<file path="src/rtl/multicycle_controller.sv">
// -----------------------------------------------------------------------------
// multicycle_controller
//   Control FSM and ALU decoder for the multicycle MIPS datapath. Decodes the
//   instruction register's op/funct fields into datapath enables, mux selects
//   and the ALU f[2:0] control word, and resolves beq using the ALU zero flag.
//
// Parameters
//   EXT_IMM     1: andi/ori/slti execute on the immediate path; 0: illegal ops
//
// Ports
//   clk         rising-edge clock
//   reset       synchronous, active-high; returns the FSM to FETCH
//   op, funct   instr[31:26] / instr[5:0] from the instruction register
//   zero        ALU zero flag, used combinationally in BRANCH
//   alucontrol  ALU f: 010 add, 110 sub, 000 and, 001 or, 111 slt
//   alusrca     0=PC, 1=regA
//   alusrcb     00=regB, 01=4, 10=imm, 11=imm<<2
//   pcsrc       00=ALU result, 01=ALUOut, 10=jump target
//   iord        0=PC address, 1=ALUOut address
//   regdst      0=rt, 1=rd
//   memtoreg    0=ALUOut, 1=memory data
//   immzext     1=zero-extend immediate (andi/ori)
//   irwrite     instruction register load
//   memwrite    memory write strobe
//   regwrite    register file write
//   pcen        PC load: pcwrite | (branch & zero)
//   illegal_op  one-cycle pulse on an unsupported op or funct
//   state       current FSM state (debug)
// -----------------------------------------------------------------------------
module multicycle_controller #(
    parameter bit EXT_IMM = 1'b1
) (
    input  logic       clk,
    input  logic       reset,
    input  logic [5:0] op,
    input  logic [5:0] funct,
    input  logic       zero,
    output logic [2:0] alucontrol,
    output logic       alusrca,
    output logic [1:0] alusrcb,
    output logic [1:0] pcsrc,
    output logic       iord,
    output logic       regdst,
    output logic       memtoreg,
    output logic       immzext,
    output logic       irwrite,
    output logic       memwrite,
    output logic       regwrite,
    output logic       pcen,
    output logic       illegal_op,
    output logic [3:0] state
);

    typedef enum logic [3:0] {
        S_FETCH   = 4'd0,
        S_DECODE  = 4'd1,
        S_MEMADR  = 4'd2,
        S_MEMRD   = 4'd3,
        S_MEMWB   = 4'd4,
        S_MEMWR   = 4'd5,
        S_EXECUTE = 4'd6,
        S_ALUWB   = 4'd7,
        S_BRANCH  = 4'd8,
        S_IMMEXEC = 4'd9,
        S_IMMWB   = 4'd10,
        S_JUMP    = 4'd11
    } state_t;

    localparam logic [5:0] OP_R    = 6'b000000;
    localparam logic [5:0] OP_J    = 6'b000010;
    localparam logic [5:0] OP_BEQ  = 6'b000100;
    localparam logic [5:0] OP_ADDI = 6'b001000;
    localparam logic [5:0] OP_SLTI = 6'b001010;
    localparam logic [5:0] OP_ANDI = 6'b001100;
    localparam logic [5:0] OP_ORI  = 6'b001101;
    localparam logic [5:0] OP_LW   = 6'b100011;
    localparam logic [5:0] OP_SW   = 6'b101011;

    localparam logic [5:0] FN_ADD  = 6'b100000;
    localparam logic [5:0] FN_SUB  = 6'b100010;
    localparam logic [5:0] FN_AND  = 6'b100100;
    localparam logic [5:0] FN_OR   = 6'b100101;
    localparam logic [5:0] FN_SLT  = 6'b101010;

    state_t state_q, state_d;
    logic   pcwrite, branch;
    logic   ext_op;

    // Extended immediate ops are only decoded when the option is built in.
    assign ext_op = EXT_IMM && ((op == OP_ANDI) || (op == OP_ORI) || (op == OP_SLTI));
    assign state  = state_q;

    always_ff @(posedge clk) begin
        if (reset) state_q <= S_FETCH;
        else       state_q <= state_d;
    end

    always_comb begin
        state_d    = S_FETCH;
        alucontrol = 3'b010;
        alusrca    = 1'b0;
        alusrcb    = 2'b00;
        pcsrc      = 2'b00;
        iord       = 1'b0;
        regdst     = 1'b0;
        memtoreg   = 1'b0;
        immzext    = 1'b0;
        irwrite    = 1'b0;
        memwrite   = 1'b0;
        regwrite   = 1'b0;
        illegal_op = 1'b0;
        pcwrite    = 1'b0;
        branch     = 1'b0;

        case (state_q)
            S_FETCH: begin
                alusrcb = 2'b01;
                irwrite = 1'b1;
                pcwrite = 1'b1;
                state_d = S_DECODE;
            end
            S_DECODE: begin
                // ALU precomputes PC + (imm<<2) in case this is a branch.
                alusrcb = 2'b11;
                case (op)
                    OP_LW, OP_SW: state_d = S_MEMADR;
                    OP_R:         state_d = S_EXECUTE;
                    OP_BEQ:       state_d = S_BRANCH;
                    OP_ADDI:      state_d = S_IMMEXEC;
                    OP_J:         state_d = S_JUMP;
                    default: begin
                        if (ext_op) begin
                            state_d = S_IMMEXEC;
                        end else begin
                            illegal_op = 1'b1;
                            state_d    = S_FETCH;
                        end
                    end
                endcase
            end
            S_MEMADR: begin
                alusrca = 1'b1;
                alusrcb = 2'b10;
                state_d = (op == OP_LW) ? S_MEMRD : S_MEMWR;
            end
            S_MEMRD: begin
                iord    = 1'b1;
                state_d = S_MEMWB;
            end
            S_MEMWB: begin
                memtoreg = 1'b1;
                regwrite = 1'b1;
            end
            S_MEMWR: begin
                iord     = 1'b1;
                memwrite = 1'b1;
            end
            S_EXECUTE: begin
                alusrca = 1'b1;
                state_d = S_ALUWB;
                case (funct)
                    FN_ADD: alucontrol = 3'b010;
                    FN_SUB: alucontrol = 3'b110;
                    FN_AND: alucontrol = 3'b000;
                    FN_OR:  alucontrol = 3'b001;
                    FN_SLT: alucontrol = 3'b111;
                    default: begin
                        illegal_op = 1'b1;
                        state_d    = S_FETCH;
                    end
                endcase
            end
            S_ALUWB: begin
                regdst   = 1'b1;
                regwrite = 1'b1;
            end
            S_BRANCH: begin
                alusrca    = 1'b1;
                alucontrol = 3'b110;
                pcsrc      = 2'b01;
                branch     = 1'b1;
            end
            S_IMMEXEC: begin
                alusrca = 1'b1;
                alusrcb = 2'b10;
                state_d = S_IMMWB;
                case (op)
                    OP_ANDI: begin alucontrol = 3'b000; immzext = 1'b1; end
                    OP_ORI:  begin alucontrol = 3'b001; immzext = 1'b1; end
                    OP_SLTI: alucontrol = 3'b111;
                    default: alucontrol = 3'b010;
                endcase
            end
            S_IMMWB: begin
                regwrite = 1'b1;
            end
            S_JUMP: begin
                pcsrc   = 2'b10;
                pcwrite = 1'b1;
            end
            default: begin
                // Unused encodings: everything quiet, recover to FETCH.
                alucontrol = 3'b000;
            end
        endcase

        pcen = pcwrite | (branch & zero);

        // Strobes stay silent while reset is asserted.
        if (reset) begin
            irwrite    = 1'b0;
            memwrite   = 1'b0;
            regwrite   = 1'b0;
            pcen       = 1'b0;
            illegal_op = 1'b0;
        end
    end

endmodule

</file>
<file path="config.mk">
export PLATFORM = sky130hd
export DESIGN_NAME = multicycle_controller
export DESIGN_NICKNAME = d
export VERILOG_FILES = /design/src/rtl/multicycle_controller.sv
export SDC_FILE = /design/constraint.sdc
export NUM_CORES = 1
export LEC_CHECK = 0
export BUFFER_PORTS_ARGS = -buffer_cell sky130_fd_sc_hd__buf_4
export CORE_MARGIN = 5
export CORE_UTILIZATION = 38
export DETAILED_ROUTE_END_ITERATION = 6
export MAX_ROUTING_LAYER = met4
export PLACE_DENSITY = 0.7
export SKIP_LAST_GASP = 1
export SLEW_MARGIN = 20
export SYNTH_ARGS = -nofsm -noshare
export SYNTH_HDL_FRONTEND = slang
export SYNTH_SLANG_ARGS = --single-unit
</file>
<file path="constraint.sdc">
create_clock -name clk -period 1.8 [get_ports clk]
set_clock_uncertainty 0.2 [all_clocks]
set_input_delay 0.09 -clock clk [delete_from_list [all_inputs] [get_ports clk]]
set_output_delay 0.09 -clock clk [all_outputs]
set_load 0.02 [all_outputs]
</file>
==> results of run 1 <==
-- final cells by class --
class	instances	area share
Inverter	1	0.00381
Clock buffer	3	0.0229
Multi-Input combinational cell	84	0.563
Tap cell	17	0.0216
Sequential cell	4	0.0889
Timing Repair Buffer	39	0.300
-- where the power goes --
group	leakage, nW	total, mW	switching (mW)	internal, mW
Clock	0.0138	0.107	0.0324	0.0743
Sequential	0.0346	0.103	0.0102	0.0927
Combinational	0.350	0.147	0.0780	0.0692
Total	0.399	0.357	0.121	0.236
-- synth_stat cells --
cell type,count
a211oi_2,1
inv_1,1
and4b_1,1
o22ai_2,1
xnor2_1,1
nor3b_1,6
mux2i_1,1
dfxtp_1,4
a41o_1,1
a31o_1,1
a211o_1,1
o21bai_1,1
nand2b_1,6
nand2_1,7
o22a_1,1
o21ai_0,2
nor2_1,9
nand3_1,4
and4_1,1
o31ai_1,1
a21oi_1,8
buf_6,1
o221ai_1,1
buf_2,5
nor3_1,8
a31oi_1,1
nor4bb_1,1
nor2b_1,5
mux2_2,1
nor4_2,1
buf_4,2
o21ai_1,2
o2bb2ai_1,1
a22oi_1,1
or3_1,3
and2b_1,1
o22ai_1,1
nand4_1,1
a211oi_1,2
-- placed cells by master (no fill, tap or decap), types with 2 or more instances in the layout --
| cell | netlist | routed |
|---|---|---|
| a211oi_1 | 2 | 2 |
| a21oi_1 | 8 | 8 |
| buf_4 | 2 | 38 |
| clkbuf_4 | 0 | 3 |
| dfxtp_2 | 0 | 3 |
| nand2_1 | 7 | 7 |
| nand2b_1 | 6 | 5 |
| nand3_1 | 4 | 4 |
| nor2_1 | 9 | 8 |
| nor2b_1 | 5 | 2 |
| nor2b_2 | 0 | 3 |
| nor3_1 | 8 | 7 |
| nor3b_1 | 6 | 5 |
| o21ai_0 | 2 | 2 |
| o21ai_1 | 2 | 2 |
| or3_1 | 3 | 3 |
-- metrics by stage --
| step | utilization | area [sq um] | worst slack [ns] | hold slack, ns |
|---|---|---|---|---|
| floorplan | - | 672 | -0.0367 | 0.0426 |
| global placement | 0.549 | 927 | 0.199 | 0.224 |
| detailed placement | 0.549 | 927 | 0.134 | 0.220 |
| CTS | 0.570 | 963 | 0.00129 | 0.00684 |
| global route | 0.583 | 985 | -0.0105 | 0.0362 |
| finish | 0.583 | 985 | 0.0859 | 0.0204 |
-- repair_timing --
action                                  in CTS  in global routing
endpoints found under the hold margin        1                  0
hold buffers                                 1                  0
resized for setup                            2                  9
endpoints found under the setup margin       6                 10
-- path summary, 6_finish.rpt --
path / slack [ns] / start / depth (start not counted) / to
max: 0.09 / state[3]$_SDFF_PP0_ / 4 / pcen
min: 0.02 / reset / 3 / state[0]$_SDFF_PP0_
max reg2reg: 0.40 / state[0]$_SDFF_PP0_ / 3 / state[1]$_SDFF_PP0_
min reg2reg: 0.42 / state[0]$_SDFF_PP0_ / 2 / state[0]$_SDFF_PP0_
-- cell families after synthesis --
kind of cell	Yosys count	synth area share
muxes	2	0.0321
xor gates and xnor gates	1	0.0132
buffers and inverters	9	0.0832
AOI/OAI and AO/OA	27	0.285
DFF	4	0.121
and+or+nand+nor	54	0.465
-- worst reg2reg max path, cell delays in order (launching register included) --
cell and delay (ns):
dfxtp_4 0.38, nand2b_1 0.22, or3_1 0.36, o22ai_2 0.17
-- per-layer routing --
metal / GRT usage / part of all wire / up-vias
li1: - / - / 434
met1: 0.202 / 0.43 / 374
met2: 0.267 / 0.51 / 29
met3: 0.0287 / 0.056 / 2
met4: 0.0568 / 0.0066 / 0
met5: - / 0 / -
==> flow_summary.yaml, run 1 <==
status:
  status: "complete, no violations"
sta:
  worst_pin_slew_ns: 0.268
  period_needed_ns: 1.71
  setup_viol: 0
  tns_ns: 0
  relSlewSlack: 0.821
  hold_violations: 0
  grt_setup_unrepaired: "true"
  timing.fmax_ghz: 0.583
  timing.final.crit_share: 0.952
  drv_slew: 0
placed_design:
  gp_congestion: 0.799
  dp.cells: 144
  port_buffers: 35
  place_hpwl_um: 1620
die:
  dieWidth_um: 51.7
  placement_rows: 15
  ios: 36
  start_util: 0.392
  die_area_sq_um: 2680
  coreArea_sq_um: 1690
  die_height_um: 51.7
cts:
  cts_setup_buffers: 0
  numClockSinks: 4
  cts_tree: "done"
  cts-root-buf: "clkbuf_4"
  cts_buffers: 3
  clkTransAtPathRegs_ns: 0.04
  htreeDepth: 1
  cts_buffer_depth: 2
  clkLatencyLatePin_ns: 0.23
detailed_routing:
  wl_per_cell_um: 14.2
  drc: 0
  antenna_left: 0
  drt_iter0_drc: 15
  viasPerCell: 5.67
  wirelength_um: 2110
  dr_total_vias: 839
  drtPass1Iterations: 4
synthesis:
  syn_nets: 112
  syn_avg_cell_area_sq_um: 6.82
  yosysSeqAreaShare: 0.121
  netlist.area_leader.share: 0.121
  yosys.area.top_type: "dfxtp_1"
  yosys_warnings: 0
  ys_ff_latch: 4
  yosysUniqueCellTypes: 39
  synth_area_leaders: "dfxtp_1 (12%), nor3b_1 (6.8%), a21oi_1 (6.0%), nor3_1 (6.0%), nand2b_1 (5.7%)"
  syn-cell-area_sq_um: 662
  syn_inst: 97
power:
  pwr_density_cell_nw_per_um2: 362
  peakVddDrop_mv: 0.261
  p_total_mw: 0.357
  p_leak_nw: 0.399
cells_and_area:
  syn2layout_area_growth_pct: 48.8
  final_cells: 148
  largest_reg_flops: 4
  fin_nets: 148
  register_area_sq_um: 87.6
  nFillCells: 167
  num_antenna_cells: 0
  multi_input_area_sq_um: 554
  drive_gt1_frac: 0.427
global_routing:
  grt_max_degree: 15
  grt_overflow: 0
  grt_pass1_wl_um: 3370
  grt_use_total: 0.163
  grt_pass1_vias: 788
  antenna_found_initial: 0
critical_path:
  end_kind: "output pin"
  crit_fanout: 12
  path_cells: "nor3_1, nor3b_1, o21bai_1, buf_4"
  required_ns: 1.51
  cp.buffers_inverters: 1
  cpPeakStageDelay_ns: 0.37
  critPathKind: "register to output pin"
  startpoint_type: "register"
  cpMaxStageDelayCell: "dfxtp_2"
  critPathTopFamily: "simple AND/OR/NAND/NOR gates"
  crit_arrival_ns: 1.42
run:
  maxCapViolCount: 0
worst_hold_path:
  hold_path_class: "input pin to register"
(Power assumes the default switching activity.)
==> run 2, diff against run 1 <==
--- a/config.mk
+++ b/config.mk
@@ -6,11 +6,13 @@
 export NUM_CORES = 1
 export LEC_CHECK = 0
 export BUFFER_PORTS_ARGS = -buffer_cell sky130_fd_sc_hd__buf_4
+export CELL_PAD_IN_SITES_DETAIL_PLACEMENT = 1
+export CELL_PAD_IN_SITES_GLOBAL_PLACEMENT = 1
 export CORE_MARGIN = 5
-export CORE_UTILIZATION = 38
+export CORE_UTILIZATION = 29
 export DETAILED_ROUTE_END_ITERATION = 6
 export MAX_ROUTING_LAYER = met4
-export PLACE_DENSITY = 0.7
+export PLACE_DENSITY_LB_ADDON = 0.1
 export SKIP_LAST_GASP = 1
 export SLEW_MARGIN = 20
 export SYNTH_ARGS = -nofsm -noshare
==> flow_summary.yaml, run 2 (same netlist as run 1, synthesis figures left out) <==
status:
  status: "complete, no violations"
critical_path:
  cp.depth: 5
  r2r_end: "state[2]$_SDFF_PP0_"
  r2r_start: "state[1]$_SDFF_PP0_"
  r2r_setup_slack_ns: 0.35
  startpoint_type: "register"
  cp.buffers_inverters: 2
  required_ns: 1.51
  worstRegToRegCells: 4
  crit_fanout: 7
  critPathTopFamily: "simple AND/OR/NAND/NOR gates"
  cpPeakStageDelay_ns: 0.35
  startpoint: "state[2]$_SDFF_PP0_"
  end_kind: "output pin"
  path_cells: "buf_4, nor2b_2, nand4_1, nor3b_2, buf_4"
  cp_common_cell: "buf_4"
  cpMaxStageDelayCell: "dfxtp_2"
  crit_arrival_ns: 1.42
  critPathKind: "register to output pin"
cts:
  cts_tree: "done"
  htreeDepth: 1
  cts_buffer_depth: 2
  numClockSinks: 4
  clkLatencyLatePin_ns: 0.23
  cts_buffers: 3
  cts-root-buf: "clkbuf_4"
  cts_setup_buffers: 0
  clkTransAtPathRegs_ns: 0.04
power:
  pwr_density_cell_nw_per_um2: 362
  p_leak_nw: 0.412
  peakVddDrop_mv: 0.278
global_routing:
  grt_overflow: 0
  use_met2: 0.256
  gr-usage-met1: 0.201
  grt_pass1_vias: 891
  grt_pass1_wl_um: 4120
  grt.busiest_layer: "met2"
  antenna_found_initial: 0
  grt_use_total: 0.155
  grt_use_met3: 0.0223
  grt_max_degree: 13
sta:
  relSlewSlack: 0.818
  setup_viol: 0
  worst_pin_slew_ns: 0.271
  timing.final.crit_share: 0.951
  drv_slew: 0
  grt_setup_unrepaired: "true"
  timing.fmax_ghz: 0.584
  period_needed_ns: 1.71
  hold_violations: 0
  tns_ns: 0
  holdWs_ns: 0.0200
cells_and_area:
  final_cell_area_sq_um: 1010
  utilization: 0.460
  syn2layout_area_growth_pct: 52.4
  final_common_cell: "buf_4"
  num_antenna_cells: 0
  fin_nets: 150
  largest_reg_flops: 4
  nFillCells: 287
  drive_gt1_frac: 0.436
  layout_common_cells: "buf_4 (40), nor2_1 (8), a21oi_1 (8)"
worst_hold_path:
  hold_path_class: "input pin to register"
  min_from: "reset"
  hold_path_depth: 3
  whs_endpoint: "state[0]$_SDFF_PP0_"
detailed_routing:
  drt_iter0_drc: 8
  wl_per_cell_um: 15.3
  antenna_left: 0
  viasPerCell: 5.35
  dr_total_vias: 861
  drtPass1Iterations: 4
  wirelength_um: 2470
  drc: 0
die:
  die_height_um: 57.8
  die_area_sq_um: 3340
  start_util: 0.302
  placement_rows: 17
  ios: 36
  coreArea_sq_um: 2190
  dieWidth_um: 57.8
placed_design:
  gp_congestion: 0.762
  place_area_sq_um: 956
  port_buffers: 35
  place_hpwl_um: 1930
run:
  maxCapViolCount: 0
## run 2: report_power, final
part | leakage, nW | total [mW] | internal (mW) | switching, mW
Sequential | 0.0343 | 0.100 | 0.0930 | 0.00723
Combinational | 0.363 | 0.157 | 0.0725 | 0.0847
Clock | 0.0138 | 0.108 | 0.0744 | 0.0332
## run 2: final cells by class
type                    count  area, sq um  area share
inverters                   1         3.75     0.00372
multi-input cells          84          552       0.547
repair buffers             41          310       0.308
flip-flops and latches      4         85.1      0.0844
well taps                  28         35.0      0.0347
clock buffers               3         22.5      0.0223
## run 2: stage by stage
| step | std cells | total power [mW] | setup slack, ns |
|---|---|---|---|
| 3_3_place_gp | 157 | 0.250 | 0.204 |
| 3_5_place_dp | 157 | 0.253 | 0.206 |
| 4_1_cts | 161 | 0.368 | 0.0121 |
| 6_report | 161 | 0.365 | 0.0880 |
| 5_1_grt | 161 | 0.394 | -0.0442 |
| 2_1_floorplan | 97 | 0.185 | -0.0367 |
## run 2: worst max-delay path by stage
stage	to
2_1_floorplan	pcen
5_1_grt	alucontrol[2]
3_5_place_dp	immzext
6_report	immzext
3_3_place_gp	alucontrol[2]
4_1_cts	alucontrol[0]
## run 2: per-layer routing
metal | routed length, um | up-vias
met4 | 0 | 0
met2 | 1240 | 19
li1 | - | 433
met3 | 114 | 0
met5 | 0 | -
met1 | 1110 | 409
## run 2: worst reg2reg max path, cell delays in order, from the launching register on
cell	delay [ns]
dfxtp_2	0.42
nor2b_2	0.29
nand2_1	0.09
o22a_1	0.21
a21oi_1	0.15
## run 2: what timing repair did
item,in CTS,in global routing
hold buffers,1,0
resized for setup,3,6
hold endpoints to repair,1,0
endpoints found under the setup margin,7,8
pin swaps,2,2
